<file path="config.mk">
export PLATFORM = sky130hd
export DESIGN_NAME = mainmemory_arbiter
export DESIGN_NICKNAME = d
export VERILOG_FILES = /design/src/rtl/mainmemory_arbiter_pkg.sv /design/src/rtl/mainmemory_arbiter_rr.sv /design/src/rtl/mainmemory_arbiter.sv
export SDC_FILE = /design/constraint.sdc
export NUM_CORES = 1
export LEC_CHECK = 0
export CORE_AREA = 3 3 578 580
export CTS_CLUSTER_SIZE = 10
export DETAILED_ROUTE_END_ITERATION = 7
export DIE_AREA = 0 0 581 583
export GPL_TIMING_DRIVEN = 0
export PLACE_DENSITY = 0.3
export SETUP_SLACK_MARGIN = 0.05
export SLEW_MARGIN = 10
export SYNTH_ARGS = -nofsm -noshare
export SYNTH_HDL_FRONTEND = slang
export SYNTH_HIERARCHICAL = 1
export SYNTH_SLANG_ARGS = --single-unit
export TNS_END_PERCENT = 5
</file>
<file path="constraint.sdc">
create_clock -name clk -period 38.1 [get_ports clk]
set_clock_uncertainty 0.2 [all_clocks]
set_input_delay 7.62 -clock clk [delete_from_list [all_inputs] [get_ports clk]]
set_output_delay 7.62 -clock clk [all_outputs]
set_load 0.005 [all_outputs]
</file>
<file path="src/rtl/mainmemory_arbiter_pkg.sv">
// Shared types and constants for the main-memory arbiter: FSM states, bus
// widths and the latched command record.
package mainmemory_pkg;

  localparam int MEM_AW = 27;
  localparam int LINE_W = 256;
  localparam int BE_W   = 32;
  localparam int NPORT  = 2;

  typedef enum logic [1:0] {
    ST_IDLE  = 2'd0,
    ST_ISSUE = 2'd1,
    ST_WAIT  = 2'd2,
    ST_RESP  = 2'd3
  } state_t;

  typedef struct packed {
    logic              we;
    logic [MEM_AW-1:0] a;
    logic [BE_W-1:0]   be;
    logic [LINE_W-1:0] wd;
    logic              port;
  } cmd_t;

  function automatic logic [NPORT-1:0] port_mask(input logic port);
    return port ? 2'b10 : 2'b01;
  endfunction

endpackage

</file>
<file path="src/rtl/mainmemory_arbiter_rr.sv">
// Two-port round-robin grant: on contention the port that was not granted
// last wins; a lone requester always wins. Purely combinational.
module rr_arbiter2 (
  input  logic [1:0] req,
  input  logic       last,
  output logic [1:0] grant
);

  always_comb begin
    grant = 2'b00;
    if (req[0] && (!req[1] || last)) begin
      grant = 2'b01;
    end else if (req[1]) begin
      grant = 2'b10;
    end
  end

endmodule

</file>
<file path="src/rtl/mainmemory_arbiter.sv">
// Sequencer and two-port arbiter in front of the line-wide main memory:
// one access outstanding, single-cycle read/write pulse, payload held to RESP.
module mainmemory_arbiter
  import mainmemory_pkg::*;
#(
  parameter int ENTRIES = 256,
  parameter int TIMEOUT = 16
) (
  input  logic                    clk,
  input  logic                    reset,
  input  logic [NPORT-1:0]        req,
  input  logic [NPORT-1:0]        req_we,
  input  logic [NPORT*MEM_AW-1:0] req_a,
  input  logic [NPORT*BE_W-1:0]   req_be,
  input  logic [NPORT*LINE_W-1:0] req_wd,
  output logic [NPORT-1:0]        done,
  output logic [NPORT-1:0]        err,
  output logic [LINE_W-1:0]       rd_data,
  output logic                    busy,
  output logic                    mem_read,
  output logic                    mem_write,
  output logic [MEM_AW-1:0]       mem_a,
  output logic [BE_W-1:0]         mem_be,
  output logic [LINE_W-1:0]       mem_wd,
  input  logic [LINE_W-1:0]       mem_rd,
  input  logic                    mem_valid,
  input  logic                    mem_ready
);

  state_t      state_q, state_d;
  cmd_t        cmd_q, cmd_d;
  logic        last_q;
  logic [7:0]  cnt_q, cnt_d;
  logic        resp_err_q, resp_err_d;
  logic        cmd_load;
  logic        capture;
  logic [1:0]  grant;
  logic        win;
  logic        out_of_range;

  rr_arbiter2 u_rr (
    .req   (req),
    .last  (last_q),
    .grant (grant)
  );

  assign win = grant[1];

  always_comb begin
    cmd_d.we   = req_we[win];
    cmd_d.a    = win ? req_a[2*MEM_AW-1:MEM_AW]   : req_a[MEM_AW-1:0];
    cmd_d.be   = win ? req_be[2*BE_W-1:BE_W]      : req_be[BE_W-1:0];
    cmd_d.wd   = win ? req_wd[2*LINE_W-1:LINE_W]  : req_wd[LINE_W-1:0];
    cmd_d.port = win;
  end

  assign out_of_range = 32'(cmd_d.a) >= 32'(ENTRIES);

  always_comb begin
    state_d    = state_q;
    cnt_d      = cnt_q;
    resp_err_d = resp_err_q;
    cmd_load   = 1'b0;
    capture    = 1'b0;
    case (state_q)
      ST_IDLE: begin
        if (|req) begin
          cmd_load   = 1'b1;
          resp_err_d = out_of_range;
          state_d    = out_of_range ? ST_RESP : ST_ISSUE;
        end
      end
      ST_ISSUE: begin
        cnt_d   = 8'd0;
        state_d = ST_WAIT;
      end
      ST_WAIT: begin
        cnt_d = cnt_q + 8'd1;
        // Only the response matching the command type ends the wait.
        if (!cmd_q.we && mem_valid) begin
          capture    = 1'b1;
          resp_err_d = 1'b0;
          state_d    = ST_RESP;
        end else if (cmd_q.we && mem_ready) begin
          resp_err_d = 1'b0;
          state_d    = ST_RESP;
        end else if (cnt_q == 8'(TIMEOUT - 1)) begin
          resp_err_d = 1'b1;
          state_d    = ST_RESP;
        end
      end
      ST_RESP: begin
        state_d = ST_IDLE;
      end
      default: begin
        state_d = ST_IDLE;
      end
    endcase
  end

  always_ff @(posedge clk or posedge reset) begin
    if (reset) begin
      state_q    <= ST_IDLE;
      last_q     <= 1'b1;
      cnt_q      <= 8'd0;
      resp_err_q <= 1'b0;
    end else begin
      state_q    <= state_d;
      cnt_q      <= cnt_d;
      resp_err_q <= resp_err_d;
      if (cmd_load) begin
        last_q <= win;
      end
    end
  end

  always_ff @(posedge clk or posedge reset) begin
    if (reset) begin
      cmd_q   <= '0;
      rd_data <= '0;
    end else begin
      if (cmd_load) begin
        cmd_q <= cmd_d;
      end
      if (capture) begin
        rd_data <= mem_rd;
      end
    end
  end

  // The pulse exists only in ISSUE, which always lasts a single cycle.
  assign busy      = (state_q != ST_IDLE);
  assign mem_read  = (state_q == ST_ISSUE) && !cmd_q.we;
  assign mem_write = (state_q == ST_ISSUE) &&  cmd_q.we;
  assign mem_a     = cmd_q.a;
  assign mem_be    = cmd_q.be;
  assign mem_wd    = cmd_q.wd;
  assign done      = (state_q == ST_RESP) ? port_mask(cmd_q.port) : 2'b00;
  assign err       = (state_q == ST_RESP && resp_err_q) ? port_mask(cmd_q.port) : 2'b00;

endmodule

</file>
# ---- Word-level counts from Yosys, hierarchy flattened
# Cells that the tools add are included.
dict set report totals {
  regBits 585
  latchBits 0
  mem_bits_rw 0
  mem_bits_ro 0
  out_inout_bits 578
  n_memories 0
}
dict set report op_classes {
  addsub 1
  multipliers 0
  div 0
  n_lt_le_gt_ge 2
  eq_ne 6
  shift 0
  muxes 26
  bitwise_logic 0
  n_reduce_logical 16
}
# cell n
set ops {}
lappend ops {{256-bit two-way mux} 1}
lappend ops {{32-bit two-way mux} 1}
lappend ops {{27-bit by 9-bit >= comparator with 1-bit output (second input constant)} 1}
lappend ops {{27-bit two-way mux} 1}
lappend ops {{2-bit two-way mux} 10}
lappend ops {{8-bit one-hot mux with 2 select lines} 1}
lappend ops {{1-bit two-way mux} 10}
lappend ops {{8-bit by 1-bit adder with 8-bit output (second input constant)} 1}
lappend ops {{8-bit by 4-bit == test with 1-bit output (second input constant)} 1}
lappend ops {{2-bit one-hot mux with 4 select lines} 1}
lappend ops {{1-bit logical AND} 6}
lappend ops {{2-bit nonzero test} 3}
lappend ops {{2-bit == test (second input constant)} 2}
lappend ops {{4-bit inequality test (second input constant)} 1}
lappend ops {{3-bit AND reduction} 1}
lappend ops {{2-bit by 1-bit == test with 1-bit output (second input constant)} 1}
lappend ops {{1-bit zero test} 2}
lappend ops {{2-bit zero test} 1}
lappend ops {{1-bit by 2-bit < comparator with 1-bit output (second input constant)} 1}
lappend ops {{2-bit inequality test (second input constant)} 1}
lappend ops {{1-bit one-hot mux with 2 select lines} 1}
lappend ops {{2-bit AND reduction} 1}
lappend ops {{2-bit OR reduction} 1}
lappend ops {{1-bit logical OR} 1}

# ---- Longest topological paths before layout
# Gate-level depths: netlist of run 1.
dict set report logic_depth {
  word_depth 9
  mapped_depth 8
}

# ---- Modules after synthesis
# Netlist of run 1, hierarchy kept.
# mod n_inst cells_each area_per_inst_um2 seq_area_each_um2
set by_module_without_submodules {}
lappend by_module_without_submodules {mainmemory_arbiter 1 2333 27034.7 14640.3}
lappend by_module_without_submodules {rr_arbiter2 1 3 18.8 0.0}

# ---- Worst setup path after synthesis of run 1
# OpenSTA, ideal clock, no wires.
dict set report synth_path {
  path_kind {input port to flip-flop}
  start {input port req[1]}
  end {register state_q[1]}
  arrival_time_ps 8685
  required_ps 37767
  path_slack_ps 29082
  cell_stages 6
  n_path_buf 1
  path_cell_list {a21boi_0 > buf_2 > nor4_1 > nand3_1 > a2111oi_0 > o2bb2ai_1}
}
dict set report synth_via {
  elab_chain_cells 9
}
# item line
set synth_rtl {}
lappend synth_rtl {{start, declared} mainmemory_arbiter.sv:11} ;# input logic [NPORT-1:0] req,
lappend synth_rtl {{1-bit zero test} mainmemory_arbiter_rr.sv:11} ;# if (req[0] && (!req[1] || last)) begin
lappend synth_rtl {{1-bit logical OR} mainmemory_arbiter_rr.sv:11}
lappend synth_rtl {{1-bit logical AND} mainmemory_arbiter_rr.sv:11}
lappend synth_rtl {{2-bit two-way mux} mainmemory_arbiter_rr.sv:11}
lappend synth_rtl {{27-bit two-way mux} mainmemory_arbiter.sv:51} ;# cmd_d.a = win ? req_a[2*MEM_AW-1:MEM_AW] : req_a[MEM_AW-1:0];
lappend synth_rtl {{27-bit by 9-bit >= comparator with 1-bit output} mainmemory_arbiter.sv:57} ;# assign out_of_range = 32'(cmd_d.a) >= 32'(ENTRIES);
lappend synth_rtl {{2-bit two-way mux} mainmemory_arbiter.sv:70} ;# state_d = out_of_range ? ST_RESP : ST_ISSUE;
lappend synth_rtl {{2-bit two-way mux} mainmemory_arbiter.sv:67} ;# if (|req) begin
lappend synth_rtl {{2-bit one-hot mux with 4 select lines} mainmemory_arbiter.sv:65} ;# case (state_q)
lappend synth_rtl {{end signal, assigned} mainmemory_arbiter.sv:108} ;# state_q <= state_d;
lappend synth_rtl {{end, declared} mainmemory_arbiter.sv:30} ;# state_t state_q, state_d;
# Parallel ways exist; a longest one is shown, timed or not. The select of a mux whose other input is x is not followed.
# A chain may end at the register's enable or synchronous reset.

==> results of run 1 <==
-- cell usage in the layout (no fill, tap or decap), types with 29 or more instances in the layout --
master           count
clkbuf_1            62
mux2_2             256
diode_2             29
clkbuf_16           93
o21ai_0            320
clkdlybuf4s50_1   1471
mux2i_1            317
dfrtp_1            584
buf_4              320
nand2_1            327
buf_2               90
-- power groups by stage --
stage	sequential, µW	combinational, µW	clock, µW
4_1_cts	1110	1980	955
5_1_grt	1150	2070	971
3_3_place_gp	1120	1970	0
3_5_place_dp	1120	1970	0
2_1_floorplan	1080	710	0
6_report	1110	1910	907
-- stage by stage --
stage                     hold slack (ns)  instances
after CTS                           0.263       8342
after floorplan                     0.237       2334
after detailed placement            0.255       8178
final                               0.262       8371
after global routing                0.274       8348
after global placement              0.258       8171
-- sequential cells by signal, summed over array words and instances (netlist names) --
name / cells
cmd_q: 2
mem_be: 32
rd_data: 256
resp_err_q: 1
cnt_q: 8
mem_wd: 256
last_q: 1
state_q: 2
mem_a: 27
-- final cells by class --
| class | count | share of cell area |
|---|---|---|
| clock inverter | 27 | 0.00838 |
| buffer | 451 | 0.0594 |
| timing repair buffer | 1478 | 0.294 |
| sequential | 585 | 0.289 |
| inverter | 11 | 0.000964 |
| clock buffer | 137 | 0.0534 |
| antenna | 29 | 0.00143 |
| tap | 4366 | 0.108 |
| multi-input combinational | 1287 | 0.185 |
-- worst max-delay path by stage --
stage | from | to | depth (start not counted)
after floorplan | reset | cmd_q[0]$_DFFE_PP0P_ | 1
after global placement | reset | mem_wd[247]$_DFFE_PP0P_ | 2
after detailed placement | req[1] | mem_wd[64]$_DFFE_PP0P_ | 7
after CTS | req[1] | mem_wd[64]$_DFFE_PP0P_ | 7
after global routing | req[1] | mem_wd[64]$_DFFE_PP0P_ | 7
final | req[1] | mem_wd[64]$_DFFE_PP0P_ | 7
-- critical path: cells and delay by family --
family | cells | cell delay (ns)
AO/OA/AOI/OAI | 2 | 0.33
buffers and inverters | 4 | 2.14
multiplexers | 1 | 0.73
-- metal layers --
metal | vias up | global-route usage
li1 | 10900 | -
met1 | 12000 | 0.153
met2 | 1351 | 0.212
met3 | 349 | 0.0673
met4 | 68 | 0.0249
met5 | - | 0
==> reports/qor.txt, run 1 <==
Nets: 4806
Detailed Route Iter0 Violations: 1043
CP most frequent cell: buf_2
CTS max path bufs: 4
CTS H-Tree Depth: 3
WL met2: 104000 µm
Hold Path Class: flip-flop to flip-flop
Num CTS Buffers: 93
Pwr/cell area: 77.5 mW/mm²
Net Sw Power: 1420 µW
Clock power share: 0.231
GRT Total Usage: 0.130
MaxCap Viol Count: 0
Post-Syn Nets: 3233
HP Start: last_q$_DFFE_PP1P_
Combinational Power Share: 0.486
Buffer count from post-CTS setup fixing: 0
Root buffer cell: clkbuf_16
Post-Route Utilization: 0.154
# hold bufs at CTS: 0
Initial antenna violation count: 191
Avg Cell Area, Syn: 11.6 µm²
Fin crit period: 10.50 ns
GPL Wtd Cong: 0.857
Placed instance area: 0.0474 mm²
Worst setup EP type: flip-flop
Multi-input gate area: 0.00936 mm²
Share of cells above drive strength 1: 0.207
Area growth from synthesis to layout: 87.2%
Crit Path Max Fanout: 10
Worst slew margin: 0.258
Synthesized instance count: 2334
Later-pin clock latency in the skew report: 0.74 ns
Pre-CTS setup slack: 26.36 ns
Status: completed
RSZ-0062 raised after global routing: no
Core Region: 0.330 mm²
Initial Util: 0.0820
Post-route setup TNS: 0 ns
First-pass GRT wire length: 289000 µm
Fmax: 95.3 MHz
CTS clk-pin slew, worst paths: 0.05 ns
Uppermost layer routed: met5
Number of global-route vias before repair: 26000
RR Endpoint: mem_wd[64]$_DFFE_PP0P_
Final Hold Vio Count: 0
Critical path type: input port to flip-flop
CP max-delay cell: mux2i_1
R2r setup slk: 34.76 ns
Met3 wire length: 27200 µm
Final WL: 229000 µm
WL met1: 92300 µm
Post-DR wirelength/cell: 27.4 µm
IO Pins: 1472
Fin crit share: 0.276
DR DRC count: 0
Slew @ Worst Pin: 1.11 ns
Final Power: 3920 µW
Final Instance Area: 0.0506 mm²
Critical R2R Launch: last_q$_DFFE_PP1P_
Final setup fails: 0
Die ar.: 0.339 mm²
Pint: 2500 µW
Critical path arrival: 10.92 ns
Pin count of the biggest net entering global routing: 96
Worst setup SP type: input port
Worst hold stages: 2
Dpl hpwl: 198000 µm
CTS resizes: 0
Net Sw Frac: 0.363
Yosys Warn Count: 6
CTS Sinks: 585
Final slew viol count: 0
GRT overflow: 0
CP required: 38.52 ns
Fill count: 36900
Std cell rows: 211
CTS tree: done
Chip width: 581 µm
Router iterations before antenna repair: 5
Max incr delay on CP: 0.73 ns
Port Buffers: 1471
FF-to-FF path depth: 6
Peak supply drop: 35.3 µV
Post-route ant nets: 0
Sequential Area: 0.0146 mm²
Mapped Area: 0.0270 mm²
Vias: 24600
Final critical-path setup slack: 27.60 ns
Die H: 583 µm
Hold endpoint: last_q$_DFFE_PP1P_
Leakage: 0.0206 µW
CP cell instances: clkdlybuf4s50_1 > a21boi_0 > buf_2 > buf_2 > buf_2 > mux2i_1 > o21ai_0
Flop pwr share: 0.283
Post-DR vias/cell: 2.94
No activity file was read; power rests on OpenSTA's default activity.
==> run 2, diff against run 1 <==
==> constraint.sdc (replaced) <==
create_clock -name clk -period 8.85 [get_ports clk]
set_clock_uncertainty 0.2 [all_clocks]
set_input_delay 1.77 -clock clk [delete_from_list [all_inputs] [get_ports clk]]
set_output_delay 1.77 -clock clk [all_outputs]
set_load 0.005 [all_outputs]
==> run 2 against run 1 <==
Effect of this change:
- wire length rose by 1.5%
- largest power group unchanged
- non-clock buffer count increased by 16
- critical path depth stayed put
- setup slack worse by 23 ns
- worst hold slack lost 0.0027 ns
- highest routed layer unchanged
- first-iteration DRC count down 14%
- final area is 0.23% higher
- sequential share of layout area fell by 0.066 points
- power grew to 4.3 times the previous value
- count of clock-buffer cells in the layout decreased by 1
- combinational power grew to 4.3 times the previous value
- sequential cell count did not move
==> reports/qor.txt, run 2 (synthesis results as in run 1) <==
Status: completed
Std cell rows: 211
Post-DR vias/cell: 2.94
Post-DR wirelength/cell: 27.7 µm
Critical path arrival: 4.98 ns
Worst slew margin: 0.371
First-pass GRT wire length: 293000 µm
Final slew viol count: 0
Worst setup SP type: input port
Core Region: 0.330 mm²
Chip width: 581 µm
# hold bufs at CTS: 0
Crit Path Max Fanout: 13
Num CTS Buffers: 92
Final Instance Area: 0.0507 mm²
Share of cells above drive strength 1: 0.210
Worst setup EP type: flip-flop
Placed instance area: 0.0477 mm²
Most frequent cells in the layout: clkdlybuf4s50_1 (1471), dfrtp_1 (584), nand2_1 (327)
Initial Util: 0.0820
Dpl hpwl: 204000 µm
Critical path type: input port to flip-flop
IO Pins: 1472
MaxCap Viol Count: 0
Buffer count from post-CTS setup fixing: 0
GRT Total Usage: 0.133
Hold Path Class: flip-flop to flip-flop
Area growth from synthesis to layout: 87.6%
Die ar.: 0.339 mm²
Vias: 24700
GRT overflow: 0
CTS resizes: 0
DR DRC count: 0
Pin count of the biggest net entering global routing: 34
Post-route setup TNS: 0 ns
CTS Sinks: 585
Slew @ Worst Pin: 0.943 ns
GPL Wtd Cong: 0.876
Post-Route Utilization: 0.154
Leakage: 0.0207 µW
CP required: 9.28 ns
Final setup fails: 0
Fin crit share: 0.514
Pwr/cell area: 328 mW/mm²
RSZ-0062 raised after global routing: no
Fill count: 37000
CTS H-Tree Depth: 3
CTS tree: done
CTS clk-pin slew, worst paths: 0.06 ns
CTS max path bufs: 4
Number of global-route vias before repair: 26300
Fmax: 220 MHz
Final WL: 232000 µm
Nets: 4821
Port Buffers: 1471
Router iterations before antenna repair: 4
Peak supply drop: 125 µV
Fin crit period: 4.55 ns
Post-route ant nets: 0
Most common cell after layout, fill and taps aside: clkdlybuf4s50_1
Later-pin clock latency in the skew report: 0.75 ns
Final Hold Vio Count: 0
Detailed Route Iter0 Violations: 897
Die H: 583 µm
Hold_ws: 0.260 ns
Root buffer cell: clkbuf_16
Initial antenna violation count: 203
[run 2: path summary, 6_finish.rpt]
path / cells after the start / start / to / slack [ns]
hold / removal: 2 / last_q$_DFFE_PP1P_ / last_q$_DFFE_PP1P_ / 0.26
min in group asynchronous: 2 / reset / rd_data[35]$_DFFE_PP0P_ / 1.05
hold reg to reg: 2 / last_q$_DFFE_PP1P_ / last_q$_DFFE_PP1P_ / 0.26
setup reg to reg: 6 / last_q$_DFFE_PP1P_ / mem_wd[61]$_DFFE_PP0P_ / 5.56
setup / recovery: 7 / req[1] / mem_wd[61]$_DFFE_PP0P_ / 4.30
max in group asynchronous: 12 / reset / mem_wd[167]$_DFFE_PP0P_ / 4.62
[run 2: routing by layer]
layer / vias to the layer above / global-route usage / wire length [µm]
met5: - / 0 / 702
met4: 106 / 0.0284 / 5910
met3: 391 / 0.0751 / 30000
met2: 1349 / 0.218 / 107000
met1: 11900 / 0.149 / 89200
li1: 10900 / - / -
[run 2: through the flow]
stage / setup slack, ns / std cells / total power (µW)
floorplan: -1.09 / 2334 / 7700
global placement: -7.71 / 8171 / 13400
detailed placement: 3.04 / 8194 / 13400
CTS: 3.96 / 8355 / 17300
global route: 3.92 / 8367 / 17900
finish: 4.30 / 8396 / 16700
[run 2: final cells by class]
type | count | area, µm² | share of cell area
Timing Repair Buffer | 1494 | 15200 | 0.299
Clock buffer | 136 | 2710 | 0.0534
Clock inverter | 25 | 235 | 0.00464
Multi-Input combinational cell | 1287 | 9350 | 0.184
Tap cell | 4366 | 5460 | 0.108
Buffer | 451 | 3010 | 0.0593
Sequential cell | 585 | 14600 | 0.289
Antenna cell | 41 | 103 | 0.00202
Inverter | 11 | 45.0 | 0.000888
[run 2: report_power, final]
group,internal [µW],leakage [µW],switching [µW],total [µW]
combinational,4410,0.0121,3810,8220
sequential,4000,0.00714,796,4790
clock,2190,0.00146,1470,3660
total,10600,0.0207,6070,16700
[run 2: critical path: stages]
cell	delay [ns]
clkdlybuf4s50_1	0.56
a21boi_0	0.19
buf_2	0.32
buf_2	0.69
buf_2	0.44
mux2i_1	0.77
o21ai_0	0.15
==> run 3, diff against run 2 <==
==> constraint.sdc (replaced) <==
create_clock -name clk -period 3.9 [get_ports clk]
set_clock_uncertainty 0.2 [all_clocks]
set_input_delay 0.78 -clock clk [delete_from_list [all_inputs] [get_ports clk]]
set_output_delay 0.78 -clock clk [all_outputs]
set_load 0.005 [all_outputs]
==> run 3 against run 2 <==
Effect of this change:
- worst hold slack about the same
- core utilization barely moved
- via count grew 0.15%
- critical endpoint is now mem_wd[167]$_DFFE_PP0P_
- register-to-register slack lost 4.9 ns
- final area grew 0.21%
- wire length is essentially flat
- clock power increased by 130%
- combinational power grew 130%
- sequential share of layout area shrank 0.061 points
- highest routed layer unchanged
- critical path type is now input port to asynchronous set/reset pin
==> reports/qor.txt, run 3 (synthesis results as in run 1) <==
Most frequent cells in the layout: clkdlybuf4s50_1 (1471), dfrtp_1 (584), nand2_1 (327)
Worst setup EP type: asynchronous set/reset pin
CP most frequent cell: buf_16
RSZ-0062 raised after global routing: no
Worst setup SP type: input port
Crit path buf inv count: 13
HP Start: last_q$_DFFE_PP1P_
Critical path arrival: 4.36 ns
First-pass GRT wire length: 293000 µm
Fmax: 277 MHz
Port Buffers: 1471
Crit Path Max Fanout: 32
Hold Path Class: flip-flop to flip-flop
Number of global-route vias before repair: 26300
GPL Wtd Cong: 0.876
Worst slew margin: 0.369
CTS clk-pin slew, worst paths: 0.06 ns
MaxCap Viol Count: 0
Placed Instances: 8194
Vias: 24700
Critical path type: input port to asynchronous set/reset pin
CTS Sinks: 585
GRT overflow: 0
Final setup fails: 0
Final WL: 233000 µm
Router iterations before antenna repair: 5
Dpl hpwl: 204000 µm
CP max-delay cell: dlygate4sd3_1
Nets: 4827
Hold endpoint: last_q$_DFFE_PP1P_
Area growth from synthesis to layout: 88.0%
Core Region: 0.330 mm²
Slew @ Worst Pin: 0.946 ns
Std cell rows: 211
Final Hold Vio Count: 0
Root buffer cell: clkbuf_16
Initial antenna violation count: 203
Post-route ant nets: 0
Worst hold stages: 2
Layout Cells excl Fill: 8400
Critical R2R Launch: state_q[0]$_DFFE_PP0P_
Die ar.: 0.339 mm²
CP cell instances: dlygate4sd3_1 > clkdlybuf4s50_1 > clkinvlp_4 > buf_12 > buf_16 > buf_16 > buf_12 > buf_12 > buf_16 > buf_12 > buf_16 > buf_16 > buf_16
Share of cells above drive strength 1: 0.211
IO Pins: 1472
Detailed Route Iter0 Violations: 1016
CP required: 4.64 ns
Fin crit share: 0.927
FF-to-FF path depth: 8
Die H: 583 µm
Chip width: 581 µm
Status: completed
DR DRC count: 0
CTS H-Tree Depth: 3
Pin count of the biggest net entering global routing: 34
Pwr/cell area: 744 mW/mm²
CTS tree: done
CTS max path bufs: 4
Initial Util: 0.0820
RR Endpoint: mem_wd[104]$_DFFE_PP0P_
Later-pin clock latency in the skew report: 0.75 ns
Post-DR vias/cell: 2.94
GRT Total Usage: 0.133
Leakage: 0.0207 µW
Fin crit period: 3.62 ns
Peak supply drop: 284 µV
Max incr delay on CP: 0.53 ns
Final slew viol count: 0
Post-DR wirelength/cell: 27.7 µm
Hold_ws: 0.260 ns
Top delay family on crit path: buffers and inverters
Most common cell after layout, fill and taps aside: clkdlybuf4s50_1
Num CTS Buffers: 92
R2r setup slk: 0.63 ns
[run 3: report_power, final]
group / leakage [µW] / internal [µW] / total [µW] / switching [µW]
registers: 0.00714 / 9070 / 10900 / 1800
logic: 0.0121 / 10000 / 18600 / 8640
clock network: 0.00146 / 4970 / 8300 / 3330
[run 3: repair_timing]
action | 4_1_cts | 5_1_grt
endpoints found under the hold margin | 4 | 0
pin swaps | 0 | 0
setup endpoints to repair | 3 | 29
gates resized for setup | 1 | 6
setup buffers | 0 | 4
hold buffers | 1 | 0
cloned | 0 | 1
[run 3: cell type report]
cell class / count / area (µm²)
diodes: 39 / 97.6
plain buffers: 451 / 3010
clock buffers: 136 / 2710
clock inverters: 25 / 235
fillers: 37000 / 279000
inverters: 11 / 45.0
multi-input cells: 1287 / 9350
flip-flops and latches: 585 / 14600
well taps: 4366 / 5460
repair buffers: 1500 / 15300
[run 3: per-layer routing]
layer  GRT usage  vias to the layer above  share of wire
met1       0.149                    11900           0.38
met3      0.0751                      390           0.13
met2       0.218                     1360           0.46
li1            -                    10900              -
met5           0                        -         0.0030
met4      0.0284                      106          0.025
[run 3: worst max-delay path by stage]
stage               depth (start not counted)                       to    from
finish                                     13  mem_wd[167]$_DFFE_PP0P_   reset
global route                               13  mem_wd[186]$_DFFE_PP0P_   reset
CTS                                        13  mem_wd[168]$_DFFE_PP0P_   reset
detailed placement                          7   mem_wd[61]$_DFFE_PP0P_  req[1]
global placement                            2  mem_wd[167]$_DFFE_PP0P_   reset
floorplan                                   1     cmd_q[0]$_DFFE_PP0P_   reset
[run 3: metrics by stage]
| step | worst slack (ns) | cell area [µm²] | setup TNS, ns | util | total power (µW) |
|---|---|---|---|---|---|
| after floorplan | -5.05 | 27000 | -2953.53 | - | 17500 |
| after global placement | -11.67 | 47200 | -6739.39 | 0.143 | 30300 |
| after detailed placement | -0.919 | 47700 | -56.08 | 0.145 | 30300 |
| after CTS | 0.117 | 50700 | 0 | 0.154 | 39200 |
| after global routing | 0.0583 | 50800 | 0 | 0.154 | 40600 |
| final | 0.284 | 50900 | 0 | 0.154 | 37800 |
[run 3: tightest hold or removal path: stages, from the launching register on]
cell and delay (ns):
dfstp_2 0.37, nand2_1 0.05, nand2_1 0.05
